$ cat src/rtl/comb_bank_sequencer.sv
// Time-multiplexed bank of NCOMB feedback comb filters sharing one delay-line RAM.
// Optional macro COMB_SATURATE_EN clamps the feedback sum instead of wrapping it.
`ifndef FIXED_POINT
`define FIXED_POINT 8
`endif

module comb_bank_sequencer #(
    parameter int WIDTH    = 24,
    parameter int NCOMB    = 4,
    parameter int MAXDELAY = 4096,
    localparam int WORD    = WIDTH + `FIXED_POINT,
    localparam int ADDR    = $clog2(NCOMB * MAXDELAY),
    localparam int TAUW    = $clog2(MAXDELAY + 1)
) (
    input  logic                              clk,
    input  logic                              rstn,
    input  logic                              sample_tick,
    input  logic signed [WORD-1:0]            in,
    input  logic        [NCOMB-1:0][TAUW-1:0] tau,
    input  logic        [NCOMB-1:0][WORD-1:0] gain,
    output logic        [ADDR-1:0]            mem_addr,
    output logic                              mem_we,
    output logic        [WORD-1:0]            mem_wdata,
    input  logic        [WORD-1:0]            mem_rdata,
    output logic signed [WORD-1:0]            out,
    output logic                              out_valid,
    output logic                              busy,
    output logic                              overrun
);

    localparam int LOG2N = $clog2(NCOMB);
    localparam int CHW   = (NCOMB > 1) ? LOG2N : 1;
    localparam int ACCW  = WORD + LOG2N;
    localparam logic [TAUW-1:0] MAXD = TAUW'(MAXDELAY);

    typedef enum logic [2:0] {IDLE, RD, CALC, WR, DONE} state_t;

    state_t                  state_reg;
    logic [CHW-1:0]          ch_reg;
    logic [TAUW-1:0]         wp_reg [NCOMB];
    logic signed [WORD-1:0]  y_reg [NCOMB];
    logic signed [WORD-1:0]  in_reg;
    logic signed [ACCW-1:0]  acc_reg;

    logic [TAUW-1:0]         teff [NCOMB];
    logic signed [2*WORD-1:0] prod;
    logic signed [WORD-1:0]  fb;
    logic signed [WORD-1:0]  wr_value;
    logic signed [ACCW-1:0]  acc_next;
    logic [TAUW-1:0]         wp_inc;
    logic [CHW-1:0]          ch_next;
    logic [ADDR-1:0]         next_addr;
    logic                    last_ch;

    // Effective delay: 0 behaves as 1, anything past the region depth is clamped.
    generate
        for (genvar gi = 0; gi < NCOMB; gi++) begin : g_teff
            assign teff[gi] = (tau[gi] == '0) ? TAUW'(1) :
                              (tau[gi] > MAXD) ? MAXD : tau[gi];
        end
    endgenerate

    always_comb begin
        prod      = $signed(gain[ch_reg]) * $signed(mem_rdata);
        fb        = WORD'(prod >>> `FIXED_POINT);
`ifdef COMB_SATURATE_EN
        begin
            logic signed [WORD:0] sum_ext;
            sum_ext = {in_reg[WORD-1], in_reg} + {fb[WORD-1], fb};
            if (sum_ext[WORD] != sum_ext[WORD-1])
                wr_value = sum_ext[WORD] ? {1'b1, {(WORD-1){1'b0}}} : {1'b0, {(WORD-1){1'b1}}};
            else
                wr_value = sum_ext[WORD-1:0];
        end
`else
        wr_value  = in_reg + fb;
`endif
        acc_next  = acc_reg + ACCW'(y_reg[ch_reg]);
        wp_inc    = wp_reg[ch_reg] + TAUW'(1);
        ch_next   = ch_reg + CHW'(1);
        next_addr = ADDR'(ch_next) * ADDR'(MAXDELAY) + ADDR'(wp_reg[ch_next]);
        last_ch   = (ch_reg == CHW'(NCOMB - 1));
    end

    always_ff @(posedge clk or negedge rstn) begin
        if (!rstn) begin
            state_reg <= IDLE;
            ch_reg    <= '0;
            in_reg    <= '0;
            acc_reg   <= '0;
            mem_addr  <= '0;
            mem_we    <= 1'b0;
            mem_wdata <= '0;
            out       <= '0;
            out_valid <= 1'b0;
            busy      <= 1'b0;
            overrun   <= 1'b0;
            for (int i = 0; i < NCOMB; i++) begin
                wp_reg[i] <= '0;
                y_reg[i]  <= '0;
            end
        end else begin
            out_valid <= 1'b0;
            mem_we    <= 1'b0;
            // Any tick outside IDLE, including the DONE cycle, is dropped.
            if (sample_tick && state_reg != IDLE)
                overrun <= 1'b1;
            case (state_reg)
                IDLE: begin
                    if (sample_tick) begin
                        in_reg    <= in;
                        ch_reg    <= '0;
                        acc_reg   <= '0;
                        mem_addr  <= ADDR'(wp_reg[0]);
                        busy      <= 1'b1;
                        state_reg <= RD;
                    end
                end
                RD: state_reg <= CALC;
                CALC: begin
                    // Write data is formed from the live read word so it is ready as WR begins.
                    y_reg[ch_reg] <= mem_rdata;
                    mem_wdata     <= wr_value;
                    mem_we        <= 1'b1;
                    state_reg     <= WR;
                end
                WR: begin
                    wp_reg[ch_reg] <= (wp_inc >= teff[ch_reg]) ? '0 : wp_inc;
                    acc_reg        <= acc_next;
                    if (last_ch) begin
                        out       <= WORD'(acc_next >>> LOG2N);
                        out_valid <= 1'b1;
                        state_reg <= DONE;
                    end else begin
                        ch_reg    <= ch_next;
                        mem_addr  <= next_addr;
                        state_reg <= RD;
                    end
                end
                DONE: begin
                    busy      <= 1'b0;
                    state_reg <= IDLE;
                end
                default: state_reg <= IDLE;
            endcase
        end
    end

endmodule

$ cat config.mk
export PLATFORM = sky130hd
export DESIGN_NAME = comb_bank_sequencer
export DESIGN_NICKNAME = d
export VERILOG_FILES = /design/src/rtl/comb_bank_sequencer.sv
export SDC_FILE = /design/constraint.sdc
export NUM_CORES = 2
export LEC_CHECK = 0
export ABC_CLOCK_PERIOD_IN_PS = 12900
export CAP_MARGIN = 5
export CORE_MARGIN = 4
export CORE_UTILIZATION = 50
export DETAILED_ROUTE_END_ITERATION = 12
export PLACE_DENSITY = 0.7
export SKIP_CTS_REPAIR_TIMING = 1
export SLEW_MARGIN = 20
export SYNTH_ARGS = -nofsm -noshare
export SYNTH_HDL_FRONTEND = slang
export SYNTH_SLANG_ARGS = --single-unit
export TNS_END_PERCENT = 1
$ cat constraint.sdc
create_clock -name clk -period 12.9 [get_ports clk]
set_input_delay 1.29 -clock clk [delete_from_list [all_inputs] [get_ports clk]]
set_output_delay 1.29 -clock clk [all_outputs]
set_load 0.05 [all_outputs]
Word level (Yosys, flattened, before mapping)
Index checks and enable logic that the tools add are counted.
{"block": "op_classes", "mux": 45, "n_reduce_logical": 15, "add_sub_neg": 5, "n_eq_ne": 7, "magnitude_cmp": 9, "mul": 1, "bitwise": 2}
{"cell": "$mux W13", "n": 16}
{"cell": "$bmux W32 S2", "n": 2}
{"cell": "$bwmux W128", "n": 1}
{"cell": "$mux W32", "n": 4}
{"cell": "$bmux W13 S2", "n": 3}
{"cell": "$pmux W34 S2", "n": 1}
{"cell": "$demux W32 S2", "n": 1}
{"cell": "$bwmux W52", "n": 1}
{"cell": "$gt A13 B13 Y1 const B", "n": 4}
{"cell": "$logic_not A13 Y1", "n": 4}
{"cell": "$mul A32 B32 Y40", "n": 1}
{"cell": "$add A34 B32 Y34", "n": 1}
{"cell": "$mux W34", "n": 1}
{"cell": "$add A32 B32 Y32", "n": 1}
{"cell": "$mux W14", "n": 2}
{"cell": "$pmux W14 S2", "n": 1}
{"cell": "$demux W13 S2", "n": 1}
{"cell": "$add A14 B13 Y14", "n": 1}
{"cell": "$add A13 B1 Y13 const B", "n": 1}
{"cell": "$ge A13 B13 Y1", "n": 1}
{"cell": "$pmux W3 S4", "n": 1}
{"cell": "$reduce_and A2 Y1", "n": 4}
{"cell": "$eq A3 B2 Y1 const B", "n": 2}
{"cell": "$ge A3 B3 Y1 const B", "n": 2}
{"cell": "18 further kinds", "n": 27}
{"block": "word_totals", "reg_bits": 333, "input_bits": 247, "word_cells": 103}

Longest topological paths before layout
{"block": "logic_depth", "word_depth": 9, "ltp_mapped": 45, "mapped_depth_nobuf": 40}

Worst setup path after synthesis
OpenSTA, ideal clock, no wires.
{"block": "synth_path", "path_kind": "input port to flip-flop", "from": "input port gain[105] in the netlist's numbering", "to": "register mem_wdata[31]", "cell_stages": 39, "arrival_ns": 9.967, "slack_ns": 2.804, "required_time_ns": 12.770, "n_path_buf": 1, "path_cell_list": "mux4_2 clkbuf_1 and2_1 fa_1 fa_1 fa_1 inv_1 fa_1 inv_1 ha_1 ha_1 fa_1 inv_1 fa_1 inv_1 ha_1 a21o_1 a21o_1 [3 not listed] o21a_1 o21ai_0 a21boi_1 o21a_1 nor2_1 xnor2_1 ha_1 a21o_1 a21o_1 a21oi_1 nor2_1 a2111oi_0 a41o_1 o31ai_1 o41ai_1 o21ai_0 xnor2_1 o21ai_1"}
{"block": "synth_via", "elab_chain_len": 4}
{"element": "start, declared", "line": "20", "rtl": "input logic [NCOMB-1:0][WORD-1:0] gain,"}
{"element": "$bmux W32 S2", "line": "64", "rtl": "prod = $signed(gain[ch_reg]) * $signed(mem_rdata);"}
{"element": "$mux W32 (implied by the code)", "line": "64"}
{"element": "$mul A32 B32 Y40", "line": "64"}
{"element": "$add A32 B32 Y32", "line": "76", "rtl": "wr_value = in_reg + fb;"}
{"element": "end signal, assigned", "line": "123", "rtl": "mem_wdata <= wr_value;"}
{"element": "end, declared", "line": "23", "rtl": "output logic [WORD-1:0] mem_wdata,"}
Every way passes these cells. The select of a mux whose other input is x is not followed.
A chain may end at the register's enable or synchronous reset.

Final worst setup path
{"block": "layout_path", "from": "register ch_reg[0]", "to": "register mem_wdata[31]"}
{"block": "layout_via", "elab_chain_len": 4}
{"element": "start, declared", "line": "39", "rtl": "logic [CHW-1:0] ch_reg;"}
{"element": "start signal, assigned", "line": "135", "rtl": "ch_reg <= ch_next;"}
{"element": "$bmux W32 S2", "line": "64"}
{"element": "$mux W32 (implied by the code)", "line": "64"}
{"element": "$mul A32 B32 Y40", "line": "64"}
{"element": "$add A32 B32 Y32", "line": "76"}
Every way passes these cells. The select of a mux whose other input is x is not followed.

==> metrics.md <==
| Metric | Value |
|---|---|
| Commonest cells after routing, fill and taps aside | `sky130_fd_sc_hd__inv_1, sky130_fd_sc_hd__fa_1, sky130_fd_sc_hd__nand2_1` |
| Number of gates on the worst path with buffers counted | `38` |
| Clk sinks | `~330` |
| Post-synthesis to final-layout area growth | `13.0%` |
| Area of the die | `between 80000 and 90000 sq um` |
| Number of global-route vias before repair | `around 32k` |
| Level count of the clock H-tree | `2` |
| Synth Area per Inst | `around 9.9 sq um` |
| Final Hold Vio Count | `0` |
| Post-synth ARST share | `between 90% and 100%` |
| Number of vias after detailed routing | `around 30k` |
| Critical path's most frequent cell | `sky130_fd_sc_hd__fa_1` |
| Wire length of the first global-routing pass | `around 170000 um` |
| Netlist Area Pre-Place | `between 40000 and 50000 sq um` |
| Crit Reg-Reg Endpoint | `mem_wdata[31]$_DFFE_PN0P_` |
| Die extent in y | `296 um` |
| Worst Hold Slack | `about 470 ps` |
| Clk pin slew, worst setup/hold paths | `roughly 60 ps` |
| Die W | `roughly 300 um` |
| Finish-stage setup viols | `0` |
| ANT nets after route | `0` |
| Unrepaired setup endpoints after global routing | `false` |
| Class of the tightest hold or removal check | `reg -> reg` |
| Hold Path End | `overrun$_DFFE_PN0P_` |
| First drt pass iteration count | `5` |
| Last weighted congestion value of the routability-driven placer | `~0.88` |
| Source of the worst register-to-register timing path | `ch_reg[0]$_DFFE_PN0P_` |
| Max cap viols | `0` |
| Maximum number of pins on one net before global-route repair | `slightly above 100` |
| Core area | `82200 sq um` |
| Unique cell type count in the Yosys netlist | `71` |
| Transition at the pin with the smallest max-transition slack | `1040 ps` |
| Slack of the worst reg-to-reg path | `between 1500 and 2000 ps` |
| Kind of end point of the critical path | `flip-flop` |
| Final cell utilization of the core | `roughly 57%` |
| Insertion delay of the later-clocked pin in the worst-skew pair | `580 ps` |
| Most common library cell in the layout ignoring fill and taps | `sky130_fd_sc_hd__inv_1` |
| Count of filler cells inserted in the layout | `7153` |
| Initial antenna violation count | `6` |
| Beginning of the worst hold path | `overrun$_DFFE_PN0P_` |
| Final period demand of the worst path | `roughly 11000 ps` |
| Sum of routed wire length over all layers | `between 100000 and 150000 um` |
| Top fanout value on the critical path | `35` |
| Relative max-transition margin | `between 20 and 30%` |
| Outcome | `finished, final reports clean` |
| Starting Density | `between 50 and 60%` |
| Crit Path Category | `reg -> reg` |
| Drt wl/cell | `between 15 and 20 um` |
| TritonCTS clock tree | `done` |
| Non-filler cells in the finished layout | `around 5.5k` |
| DRC violation count after routing | `0` |
| Total half-perimeter wirelength after legalization and detailed placement | `84300 um` |
| Buf+Inv Stages, Crit Path | `4` |
| Number of buffers created by CTS | `38` |
| Flop and latch count out of synthesis | `~330` |
| Total congestion overflow | `0` |
| First DRT Iteration DRCs | `approximately 1.6k` |
| Largest delay contributor family on the critical path | `adder cells` |
| Sequential fraction of the synthesis area | `between 20 and 25%` |
| Post-Synthesis Net Count | `between 5k and 6k` |
| Max FFs per register | `128` |
| Register-to-Register Path Depth | `38` |
| Cell count after synthesis | `about 4.2k` |
| Ys Warns | `0` |
| Number of top-level pins | `roughly 330` |
| Number of cells after detailed placement | `5394` |
| Ratio of cells with drive above 1 in the final layout | `8.52%` |
| Data arrival, critical path | `about 11000 ps` |
| Most used flip-flop cell after synthesis | `sky130_fd_sc_hd__dfrtp_1` |
| Kind of start point of the critical path | `flip-flop` |
| Post-synth EDFFs | `0` |
| Via density per instance | `5.48` |
| Cell with the largest stage delay on the worst path | `sky130_fd_sc_hd__dfrtp_4` |
| Worst EP required | `13330 ps` |
| Total track usage | `25.0%` |
| Maximum single-stage delay on the critical path | `a little under 1000 ps` |
| Crit path launch | `ch_reg[0]$_DFFE_PN0P_` |
| Port bufs | `roughly 330` |
| Nets | `between 5k and 6k` |
| Setup skew after layout | `19.5 ps` |
| Max Clock Freq | `between 0.09 and 0.1 GHz` |
| Clock root buffer | `sky130_fd_sc_hd__clkbuf_16` |
| Buffer levels on the longest clock path | `3` |
| Accumulated negative setup slack | `0 ps` |
| WHS Path Cells | `1` |
| Final worst path period share | `85.2%` |
| Final number of max-transition violations | `0` |
| Cell Rows | `105` |
logic make-up after synthesis:
| kind of cell | synth area share, % |
|---|---|
| DFF | 20.1 |
| buffers and inverters | 8.23 |
| xor gates and xnor gates | 3.29 |
| and+or+nand+nor | 14.0 |
| AOI/OAI and AO/OA | 7.00 |
| adders and majority gates | 38.4 |
| muxes | 8.97 |
final cells by class:
cell class	count	area (sq um)	share of cell area [%]
clock buffers	55	1100	2.36
clock inverters	11	156	0.333
diodes	2	5.00	0.0107
multi-input cells	2943	29800	63.5
inverters	668	2510	5.35
well taps	1070	1340	2.85
flip-flops and latches	333	8340	17.8
repair buffers	380	3680	7.84
how the worst max path moves through the flow:
stage	to	slack, ps
4_1_cts	mem_wdata[31]$_DFFE_PN0P_	1810
3_3_place_gp	mem_wdata[31]$_DFFE_PN0P_	1450
5_1_grt	mem_wdata[31]$_DFFE_PN0P_	1060
2_1_floorplan	mem_wdata[31]$_DFFE_PN0P_	2800
6_report	mem_wdata[31]$_DFFE_PN0P_	1900
3_5_place_dp	mem_wdata[31]$_DFFE_PN0P_	1360
synth_stat cells, drive strengths merged, types with 35 or more instances:
library cell  number  area, sq um
mux4              79         1780
a21o              50          375
fa               644        12900
ha               243         3040
nor2              77          289
inv              667         2500
xor2              52          455
nand2            544         2040
buf               35          161
dfrtp            333         8330
mux2             162         1820
and2             443         2770
xnor2            104          911
a21oi             76          388
o21ai            190          958
clkbuf           199          747
routing by layer:
layer | share of wire [%] | up-vias | GRT usage, %
li1 | - | 13500 | -
met2 | 51 | 879 | 44.4
met3 | 5.0 | 165 | 2.67
met1 | 40 | 15400 | 32.7
met5 | 0 | - | 0
met4 | 3.2 | 0 | 7.23
metrics by stage:
stage / instance area [sq um] / setup WS, ps
5_1_grt: 46900 / 1060
4_1_cts: 46900 / 1810
3_5_place_dp: 45600 / 1360
2_1_floorplan: 41500 / 2800
3_3_place_gp: 45600 / 1450
6_report: 46900 / 1900
Power is not shown: default switching activity piles up to over one toggle a cycle in this logic, so the estimate is an artifact.
